[src/rtl/ysyx_24080006_icache.sv]
// Direct-mapped instruction cache, one 32-bit word per line, between the IFU and
// an AXI4-Lite read port. Supports whole-cache invalidation and hit/miss counters.
module ysyx_24080006_icache #(
    parameter int unsigned IC_M = 2,
    parameter int unsigned IC_N = 6
) (
    input  logic        clock,
    input  logic        reset_n,
    input  logic        ifu_req_valid,
    output logic        ifu_req_ready,
    input  logic [31:0] ifu_addr,
    output logic        ifu_resp_valid,
    input  logic        ifu_resp_ready,
    output logic [31:0] ifu_inst,
    output logic        ifu_err,
    input  logic        flush,
    output logic        arvalid,
    input  logic        arready,
    output logic [31:0] araddr,
    input  logic        rvalid,
    output logic        rready,
    input  logic [31:0] rdata,
    input  logic [1:0]  rresp,
    output logic [31:0] hit_cnt,
    output logic [31:0] miss_cnt
);
    localparam int unsigned IC_2  = 1 << IC_N;
    localparam int unsigned TAG_W = 32 - IC_M - IC_N;

    typedef struct packed {
        logic [TAG_W-1:0] tag;
        logic [31:0]      inst;
    } icache_t;

    typedef enum logic [2:0] {S_IDLE, S_LOOKUP, S_AR, S_R, S_RESP} state_t;

    state_t           r_state;
    logic [31:0]      r_addr;
    logic [IC_2-1:0]  r_valid;
    logic             r_flush_pend;
    icache_t          r_line [IC_2];

    logic [IC_N-1:0]  w_idx;
    logic [TAG_W-1:0] w_tag;
    logic             w_hit;
    logic             w_flush_now;
    logic             w_fire;
    logic             w_fill;
    logic             w_unused;

    assign w_idx       = r_addr[IC_M +: IC_N];
    assign w_tag       = r_addr[31 -: TAG_W];
    assign w_hit       = r_valid[w_idx] && (r_line[w_idx].tag == w_tag);
    assign w_flush_now = (r_state == S_IDLE) && (flush || r_flush_pend);
    assign w_fire      = ifu_req_valid && ifu_req_ready;
    assign w_fill      = (r_state == S_R) && rvalid && (rresp == 2'b00);
    assign w_unused    = ^r_addr[IC_M-1:0];

    // A pending or live invalidation blocks acceptance for that IDLE cycle.
    assign ifu_req_ready = (r_state == S_IDLE) && !w_flush_now;

    // Line payload needs no reset; the valid vector gates every read.
    always_ff @(posedge clock) begin
        if (w_fill) begin
            r_line[w_idx] <= '{tag: w_tag, inst: rdata};
        end
    end

    always_ff @(posedge clock or negedge reset_n) begin
        if (!reset_n) begin
            r_state        <= S_IDLE;
            r_addr         <= '0;
            r_valid        <= '0;
            r_flush_pend   <= 1'b0;
            hit_cnt        <= '0;
            miss_cnt       <= '0;
            arvalid        <= 1'b0;
            araddr         <= '0;
            rready         <= 1'b0;
            ifu_resp_valid <= 1'b0;
            ifu_inst       <= '0;
            ifu_err        <= 1'b0;
        end else begin
            if (flush && (r_state != S_IDLE)) begin
                r_flush_pend <= 1'b1;
            end
            case (r_state)
                S_IDLE: begin
                    if (w_flush_now) begin
                        r_valid      <= '0;
                        r_flush_pend <= 1'b0;
                    end else if (w_fire) begin
                        r_addr  <= ifu_addr;
                        r_state <= S_LOOKUP;
                    end
                end
                S_LOOKUP: begin
                    if (w_hit) begin
                        ifu_inst       <= r_line[w_idx].inst;
                        ifu_err        <= 1'b0;
                        ifu_resp_valid <= 1'b1;
                        hit_cnt        <= hit_cnt + 32'd1;
                        r_state        <= S_RESP;
                    end else begin
                        araddr   <= {r_addr[31:2], 2'b00};
                        arvalid  <= 1'b1;
                        miss_cnt <= miss_cnt + 32'd1;
                        r_state  <= S_AR;
                    end
                end
                S_AR: begin
                    if (arready) begin
                        arvalid <= 1'b0;
                        rready  <= 1'b1;
                        r_state <= S_R;
                    end
                end
                S_R: begin
                    if (rvalid) begin
                        rready         <= 1'b0;
                        ifu_resp_valid <= 1'b1;
                        if (rresp == 2'b00) begin
                            r_valid[w_idx] <= 1'b1;
                            ifu_inst       <= rdata;
                            ifu_err        <= 1'b0;
                        end else begin
                            ifu_inst <= '0;
                            ifu_err  <= 1'b1;
                        end
                        r_state <= S_RESP;
                    end
                end
                S_RESP: begin
                    if (ifu_resp_ready) begin
                        ifu_resp_valid <= 1'b0;
                        r_state        <= S_IDLE;
                    end
                end
                default: r_state <= S_IDLE;
            endcase
        end
    end
endmodule

[config.mk]
export PLATFORM = sky130hd
export DESIGN_NAME = ysyx_24080006_icache
export DESIGN_NICKNAME = d
export VERILOG_FILES = /design/src/rtl/ysyx_24080006_icache.sv
export SDC_FILE = /design/constraint.sdc
export NUM_CORES = 2
export LEC_CHECK = 0
export ABC_AREA = 1
export CORE_AREA = 2 2 521 652
export DETAILED_ROUTE_END_ITERATION = 6
export DIE_AREA = 0 0 523 654
export PLACE_DENSITY_LB_ADDON = 0.25
export SLEW_MARGIN = 25
export SYNTH_ARGS = -nofsm -noshare
export SYNTH_HDL_FRONTEND = slang
export SYNTH_SLANG_ARGS = --single-unit
[constraint.sdc]
create_clock -name clock -period 14.45 [get_ports clock]
set_input_delay 2.1675 -clock clock [delete_from_list [all_inputs] [get_ports clock]]
set_output_delay 2.1675 -clock clock [all_outputs]
set_load 0.005 [all_outputs]
Yosys cells after proc, flatten, opt, wreduce, memory -nomap -nowiden
Memories as Yosys holds them, arrays and structs flattened.
Cells that the tools add are included.
{ "totals": {"n_memories": 1, "register_bits": 230, "ramBits": 3584, "latch_bits": 0, "mem_bits_ro": 0, "output_inout_bits": 133, "wordCells": 99, "in_bits": 73} }
{ "memory_table": {"columns": ["name", "words", "word_bits", "read_ports", "rd_clocked_by_memory_dff", "wr", "line", "text"], "rows": [
  ["r_line", 64, 56, 1, 0, 1, "41", "icache_t r_line [IC_2];"]
]} }
{ "op_classes": {"div": 0, "bitwise_logic": 3, "reduce_logical": 27, "shifts": 0, "eq_ne": 14, "addsub": 2, "mul": 0, "mux": 38, "order_cmp": 2} }
{ "ops": {"columns": ["op", "count"], "rows": [
  ["$mux 64", 3],
  ["$pmux 64 s2", 1],
  ["$mux 32", 3],
  ["$add 32x1->32 const B", 2],
  ["$or 64x64->64", 1],
  ["$pmux 32 s2", 1],
  ["$eq 24x24->1", 1],
  ["$mux 3", 6],
  ["$mux 1", 17],
  ["$ne 2x2->1 const B", 8],
  ["$pmux 3 s5", 1],
  ["$reduce_and 3->1", 4],
  ["$logic_and 1x1->1", 8],
  ["$reduce_and 4->1", 2],
  ["$reduce_bool 2->1", 4],
  ["$lt 6x7->1 const B", 1],
  ["$bmux 1 s6", 1],
  ["$demux 1 s6", 1],
  ["$eq 3x2->1 const B", 2],
  ["$ge 6x1->1 const B", 1],
  ["$pmux 1 s2", 3],
  ["$reduce_bool 3->1", 2],
  ["$reduce_and 5->1", 1],
  ["$reduce_and 2->1", 2],
  ["9 further kinds", 10]
]} }

Longest topological paths before layout
{ "depth": {"depth_word": 8, "ltp_mapped": 26, "ltp_nobuf": 22} }

Least setup slack after synthesis
Ideal clock, no wire load.
{ "synth_timing": {"path_kind": "input to register", "startpoint": "input port rresp[1]", "endpoint": "memory r_line[36][0] (netlist name), enable pin", "setup_time_ps": 539, "path_buffers": 1, "arrival_time_ps": 6850, "path_stages": 6, "setup_slack_ps": 7061, "required_ps": 13911, "cell_sequence": "nor2_1 inv_1 nor2_1 nand2_1 clkbuf_1 nor3_1"} }
{ "synth_between": {"elab_chain_len": 4} }
{ "synth_lines": {"columns": ["element", "line", "text"], "rows": [
  ["from (decl)", "23", "input logic [1:0] rresp,"],
  ["$logic_not 2->1", "56", "assign w_fill = (r_state == S_R) && rvalid && (rresp == 2'b00);"],
  ["$logic_and 1x1->1", "56", null],
  ["$mux 1", "64", "if (w_fill) begin"],
  ["$mux 1 (implied by the code)", "65", "r_line[w_idx] <= '{tag: w_tag, inst: rdata};"],
  ["to (decl)", "41", null]
]} }
No other way between the ends.

Worst setup path in the final report
{ "layout_timing": {"startpoint": "register r_addr[2]", "endpoint": "register ifu_inst[29]"} }
{ "layout_between": {"elab_chain_len": 5, "word_cells_on_any_way": 9, "classes_between": "2 x eq/ne; 4 x mux; 2 x reduce/logical; 1 x memory"} }
{ "layout_lines": {"columns": ["element", "line", "text"], "rows": [
  ["from (decl)", "38", "logic [31:0] r_addr;"],
  ["from (signal assigned)", "93", "r_addr <= ifu_addr;"],
  ["$mem_v2 64x56 or $bmux 1 s6 (tied branches)", null, null],
  ["$eq 24x24->1 or $mux 1 (tied branches)", "53", "assign w_hit = r_valid[w_idx] && (r_line[w_idx].tag == w_tag);"],
  ["$logic_and 1x1->1", "53", null],
  ["$ne 2x2->1 (no source line)", null, null],
  ["$reduce_and 3->1 (no source line)", null, null],
  ["to (signal assigned)", "99", "ifu_inst <= r_line[w_idx].inst;"],
  ["to (signal assigned)", "124", "ifu_inst <= rdata;"],
  ["to (decl)", "14", "output logic [31:0] ifu_inst,"]
]} }
Parallel ways exist; a longest one is shown, timed or not. The select of a mux whose other input is x is not followed.
A chain may end at the register's enable or synchronous reset.

==> metrics.log <==
INFO  metric status = finished clean
INFO  metric die_width = ~520 µm
INFO  metric global_route.usage.total = 0.271
INFO  metric drtAntennaViolNets = 0
INFO  metric clock_sink_count = between 3000 and 4000
INFO  metric required = 15.20 ns
INFO  metric drive_gt1_frac = 0.0860
INFO  metric wire_per_inst = roughly 28 µm
INFO  metric cts.repair.resized = 0
INFO  metric tritoncts = built
INFO  metric wirelength = 473000 µm
INFO  metric clock_power_share = 0.309
INFO  metric ys_async_sr_fraction = 0.0598
INFO  metric avg_vias_per_cell = 5.78
INFO  metric timing.critical_path.fanout_max = between 90 and 100
INFO  metric power.sequential.fraction = 0.415
INFO  metric die_h = about 650 µm
INFO  metric core = between 300000 and 400000 µm²
INFO  metric netSwitchingPower = 0.0107 W
INFO  metric placement_rows = 238
INFO  metric cts_max_path_buffers = 4
INFO  metric avg_inst_size_synth = approximately 13 µm²
INFO  metric timing.critical_path.from_type = register
INFO  metric setup-tns-final = 0 ns
INFO  metric p_leak = ~60 nW
INFO  metric drt_first_pass_iters = 6
INFO  metric powerDensity = around 180 nW/µm²
INFO  metric gp_congestion = around 0.9
INFO  metric finalWorstPathRequiredPeriod = between 7 and 8 ns
INFO  metric clk_transition_reported_paths = 0.06 ns
INFO  metric final-hold-violation-count = 0
INFO  metric crit_path_frequent_cell = sky130_fd_sc_hd__buf_4
INFO  metric crit_type = reg -> reg
INFO  metric ys_dominant_reg_cell = sky130_fd_sc_hd__edfxtp_1
INFO  metric rr_startpoint = r_addr[2]
INFO  metric timing.critical_path.cells = buf_4 > buf_4 > buf_4 > buf_4 > nor2_4 > buf_12 > buf_4 > buf_4 > a221oi_1 > nand4_1 > nand2_1 > nand2_1 > nor2_1 > nand4_1 > a21boi_1 > o21ai_0
INFO  metric p_sw_frac = 0.342
INFO  metric intPower = 0.0206 W
INFO  metric grt_pass1_wl = roughly 670000 µm
INFO  metric layout_worst_path_cycle_share = 0.526
INFO  metric maximum_number_of_pins_on_one_net_before_global_route_repair = roughly 200
INFO  metric cts_hold_buf = 0
INFO  metric max_transition_viols_final = 0
INFO  metric yosys.cell_types.count = 46
INFO  metric grt_setup_unrepaired = no
INFO  metric post-cts-setup-buffer-count = 0
INFO  metric max_slew_margin = 0.226
INFO  metric detail_route.drc_violations = 0
INFO  metric globalRouteOverflowTotal = 0
INFO  metric clock_latency = 0.92 ns
INFO  metric critical-path-max-stage-delay = 0.83 ns
INFO  metric synthesized_area = 151000 µm²
INFO  metric fin_skew = around 0.048 ns
INFO  metric timing.final.setup_violations = 0
INFO  metric critPathArrivalTime = ~8.3 ns
INFO  metric vias_in_the_first_global_route = 93500
INFO  metric numPortBuffers = roughly 200
INFO  metric grt_busiest_layer = met2
INFO  metric place.detailed.hpwl = 241000 µm
INFO  metric ios = 206
INFO  metric floorplan.initialDensity = 0.449
INFO  metric clock_tree.root_cell = sky130_fd_sc_hd__clkbuf_16
INFO  metric synth_seq_area_share = 0.753
INFO  metric initial_antenna_violation_count = 21
INFO  metric grt_util_met2 = 0.451
INFO  metric synth_edf_count = roughly 3600
INFO  metric top_achievable_clock_speed = around 0.13 GHz
INFO  metric ff_latch_count_synth = ~3800
INFO  metric num_vias = ~100000
INFO  metric h-tree-depth = 5
INFO  metric postPlaceCellArea = approximately 160000 µm²
INFO  metric power_frac_comb = 0.276
INFO  metric crit_start = r_addr[2]
INFO  metric ir_worst_vdd = roughly 150 µV
INFO  metric gr-usage-met3 = 0.0449
INFO  metric crit_slowest_cell = sky130_fd_sc_hd__dfrtp_4
INFO  metric type_of_the_tightest_min_delay_check = reg -> reg
INFO  metric syn_inst = 11900
INFO  metric met1_usage_in_global_routing = 0.348
INFO  metric detailedRoute.firstIterationViolations = about 14000
INFO  metric timing.max_cap.violations = 0
INFO  metric tightestPinTransition = between 1 and 1.5 ns
INFO  metric layout-area-overhead-vs-synth = 13.2%
INFO  metric final_cell_area = 170000 µm²
INFO  metric num_cts_buffers = 381
INFO  metric ys.warnings.count = 0
INFO  metric endpoint_kind = register
INFO  metric hold_start = ifu_inst[9]
INFO  metric fp.dieArea = 342000 µm²
INFO  metric layout.nets = approximately 12000
==> registers in the layout (all words and copies together), names as in the netlist <==
| signal | cells |
|---|---|
| araddr | 30 |
| r_valid | 64 |
| hit_cnt | 32 |
| ifu_resp_valid | 1 |
| r_line | 3584 |
| rready | 1 |
| miss_cnt | 32 |
| r_state | 3 |
| r_addr | 30 |
| ifu_err | 1 |
| arvalid | 1 |
| r_flush_pend | 1 |
| ifu_inst | 32 |
==> kinds of logic (layout without fill, tap and decap cells) <==
logic type	Yosys count	count (layout)	share of synthesized area
adders and majority gates	2	2	0.000166
AOI/OAI and AO/OA	1539	1539	0.0672
buffers and inverters	1560	2107	0.0413
and+or+nand+nor	4950	4950	0.135
xor gates and xnor gates	53	53	0.00308
DFF	3812	3812	0.753
other	1	9	0.0000249
==> metrics by stage <==
step                instances   util  worst slack, ns  hold slack (ns)  total power, W
finish                  16900  0.508             6.85            0.486          0.0313
global route            16900  0.508             6.29            0.503          0.0325
CTS                     16900  0.507             6.86            0.482          0.0313
detailed placement      16200  0.472             6.87            0.467          0.0217
global placement        16200  0.471             6.61            0.463          0.0216
floorplan               11900      -             7.06            0.464          0.0182
==> cell usage in the layout, fill, tap and decap left out, types with 7 or more instances in the layout <==
cell / count
sky130_fd_sc_hd__a21boi_0: 17
sky130_fd_sc_hd__buf_4: 263
sky130_fd_sc_hd__nand3_1: 433
sky130_fd_sc_hd__xnor2_1: 13
sky130_fd_sc_hd__edfxtp_1: 3584
sky130_fd_sc_hd__o2111ai_1: 17
sky130_fd_sc_hd__nor3_2: 54
sky130_fd_sc_hd__o2bb2ai_1: 21
sky130_fd_sc_hd__inv_2: 7
sky130_fd_sc_hd__o211ai_1: 144
sky130_fd_sc_hd__buf_12: 22
sky130_fd_sc_hd__a221oi_1: 207
sky130_fd_sc_hd__xor2_1: 40
sky130_fd_sc_hd__dfrtp_1: 221
sky130_fd_sc_hd__o21ai_0: 534
sky130_fd_sc_hd__clkbuf_16: 388
sky130_fd_sc_hd__nor3_1: 32
sky130_fd_sc_hd__or2_2: 118
sky130_fd_sc_hd__diode_2: 7
sky130_fd_sc_hd__a22oi_1: 274
sky130_fd_sc_hd__o2111a_1: 12
sky130_fd_sc_hd__inv_1: 929
sky130_fd_sc_hd__clkbuf_8: 12
sky130_fd_sc_hd__a21oi_1: 166
sky130_fd_sc_hd__nand4_1: 290
sky130_fd_sc_hd__clkinv_1: 71
sky130_fd_sc_hd__bufinv_16: 29
sky130_fd_sc_hd__clkinv_2: 71
sky130_fd_sc_hd__clkinvlp_4: 7
sky130_fd_sc_hd__nor2_1: 760
sky130_fd_sc_hd__nand3b_1: 9
sky130_fd_sc_hd__clkdlybuf4s50_1: 168
sky130_fd_sc_hd__clkbuf_1: 90
sky130_fd_sc_hd__nand2_1: 3185
sky130_fd_sc_hd__nor4_1: 16
sky130_fd_sc_hd__buf_2: 19
sky130_fd_sc_hd__o21ai_1: 52
sky130_fd_sc_hd__nor2_4: 28
sky130_fd_sc_hd__a22o_1: 80
==> cell type report <==
class	instances	area [µm²]
Clock buffer	490	10200
Inverter	942	3550
Tap cell	4440	5560
Sequential cell	3812	113000
Clock inverter	192	1760
Timing Repair Buffer	483	4380
Multi-Input combinational cell	6546	31600
Fill cell	28100	165000
Antenna cell	7	17.5
==> worst paths after layout <==
kind | to | slack, ns | cells past startpoint
max | ifu_inst[29] | 6.85 | 16
min | ifu_inst[9] | 0.49 | 2
max reg2reg | ifu_inst[29] | 6.85 | 16
min reg2reg | ifu_inst[9] | 0.49 | 2
max in group asynchronous | ifu_inst[21] | 11.84 | 2
min in group asynchronous | hit_cnt[15] | 1.29 | 1
==> power groups by stage <==
stage          clock network (W)  logic, W  registers (W)
2_1_floorplan                  0   0.00474         0.0135
4_1_cts                  0.00973   0.00854         0.0130
6_report                 0.00965   0.00863         0.0130
3_3_place_gp                   0   0.00839         0.0132
3_5_place_dp                   0   0.00850         0.0132
5_1_grt                   0.0102   0.00930         0.0130
==> Yosys cell counts, types with 2 or more instances <==
cell type | count | area (µm²)
sky130_fd_sc_hd__a211oi_1 | 3 | 22.5
sky130_fd_sc_hd__a21boi_0 | 19 | 143
sky130_fd_sc_hd__a21oi_1 | 166 | 831
sky130_fd_sc_hd__a221oi_1 | 207 | 1810
sky130_fd_sc_hd__a22o_1 | 80 | 701
sky130_fd_sc_hd__a22oi_1 | 274 | 2060
sky130_fd_sc_hd__a31oi_1 | 3 | 18.8
sky130_fd_sc_hd__and3_1 | 2 | 12.5
sky130_fd_sc_hd__buf_1 | 89 | 334
sky130_fd_sc_hd__buf_2 | 249 | 1250
sky130_fd_sc_hd__buf_4 | 8 | 60.1
sky130_fd_sc_hd__buf_6 | 2 | 22.5
sky130_fd_sc_hd__clkbuf_1 | 270 | 1010
sky130_fd_sc_hd__clkinv_1 | 5 | 18.8
sky130_fd_sc_hd__dfrtp_1 | 228 | 5710
sky130_fd_sc_hd__edfxtp_1 | 3584 | 108000
sky130_fd_sc_hd__ha_1 | 2 | 25.0
sky130_fd_sc_hd__inv_1 | 930 | 3490
sky130_fd_sc_hd__inv_2 | 7 | 26.3
sky130_fd_sc_hd__nand2_1 | 3193 | 12000
sky130_fd_sc_hd__nand3_1 | 433 | 2170
sky130_fd_sc_hd__nand3b_1 | 9 | 67.6
sky130_fd_sc_hd__nand4_1 | 290 | 1810
sky130_fd_sc_hd__nor2_1 | 787 | 2950
sky130_fd_sc_hd__nor2_2 | 3 | 18.8
sky130_fd_sc_hd__nor3_1 | 86 | 430
sky130_fd_sc_hd__nor3_2 | 4 | 40.0
sky130_fd_sc_hd__nor4_1 | 16 | 100
sky130_fd_sc_hd__o2111a_1 | 12 | 135
sky130_fd_sc_hd__o2111ai_1 | 17 | 149
sky130_fd_sc_hd__o211ai_1 | 144 | 1080
sky130_fd_sc_hd__o21ai_0 | 534 | 2670
sky130_fd_sc_hd__o21ai_1 | 52 | 260
sky130_fd_sc_hd__o2bb2ai_1 | 21 | 184
sky130_fd_sc_hd__o31ai_1 | 6 | 45.0
sky130_fd_sc_hd__or2_0 | 2 | 12.5
sky130_fd_sc_hd__or2_1 | 3 | 18.8
sky130_fd_sc_hd__or2_2 | 118 | 738
sky130_fd_sc_hd__xnor2_1 | 13 | 114
sky130_fd_sc_hd__xor2_1 | 40 | 350
==> metal layers <==
layer,routed length (µm),vias up
li1,-,42500
met1,176000,48700
met2,227000,5390
met3,46100,1095
met4,23700,6
met5,33,-
==> worst max-delay path: cells and delay by family, from the launching register on <==
family	cells	cell delay [ns]
and+or+nand+nor	6	0.88
AOI/OAI and AO/OA	3	1.36
buffers and inverters	7	4.03
DFF	1	0.83
No activity file was read; power rests on OpenSTA's default activity.
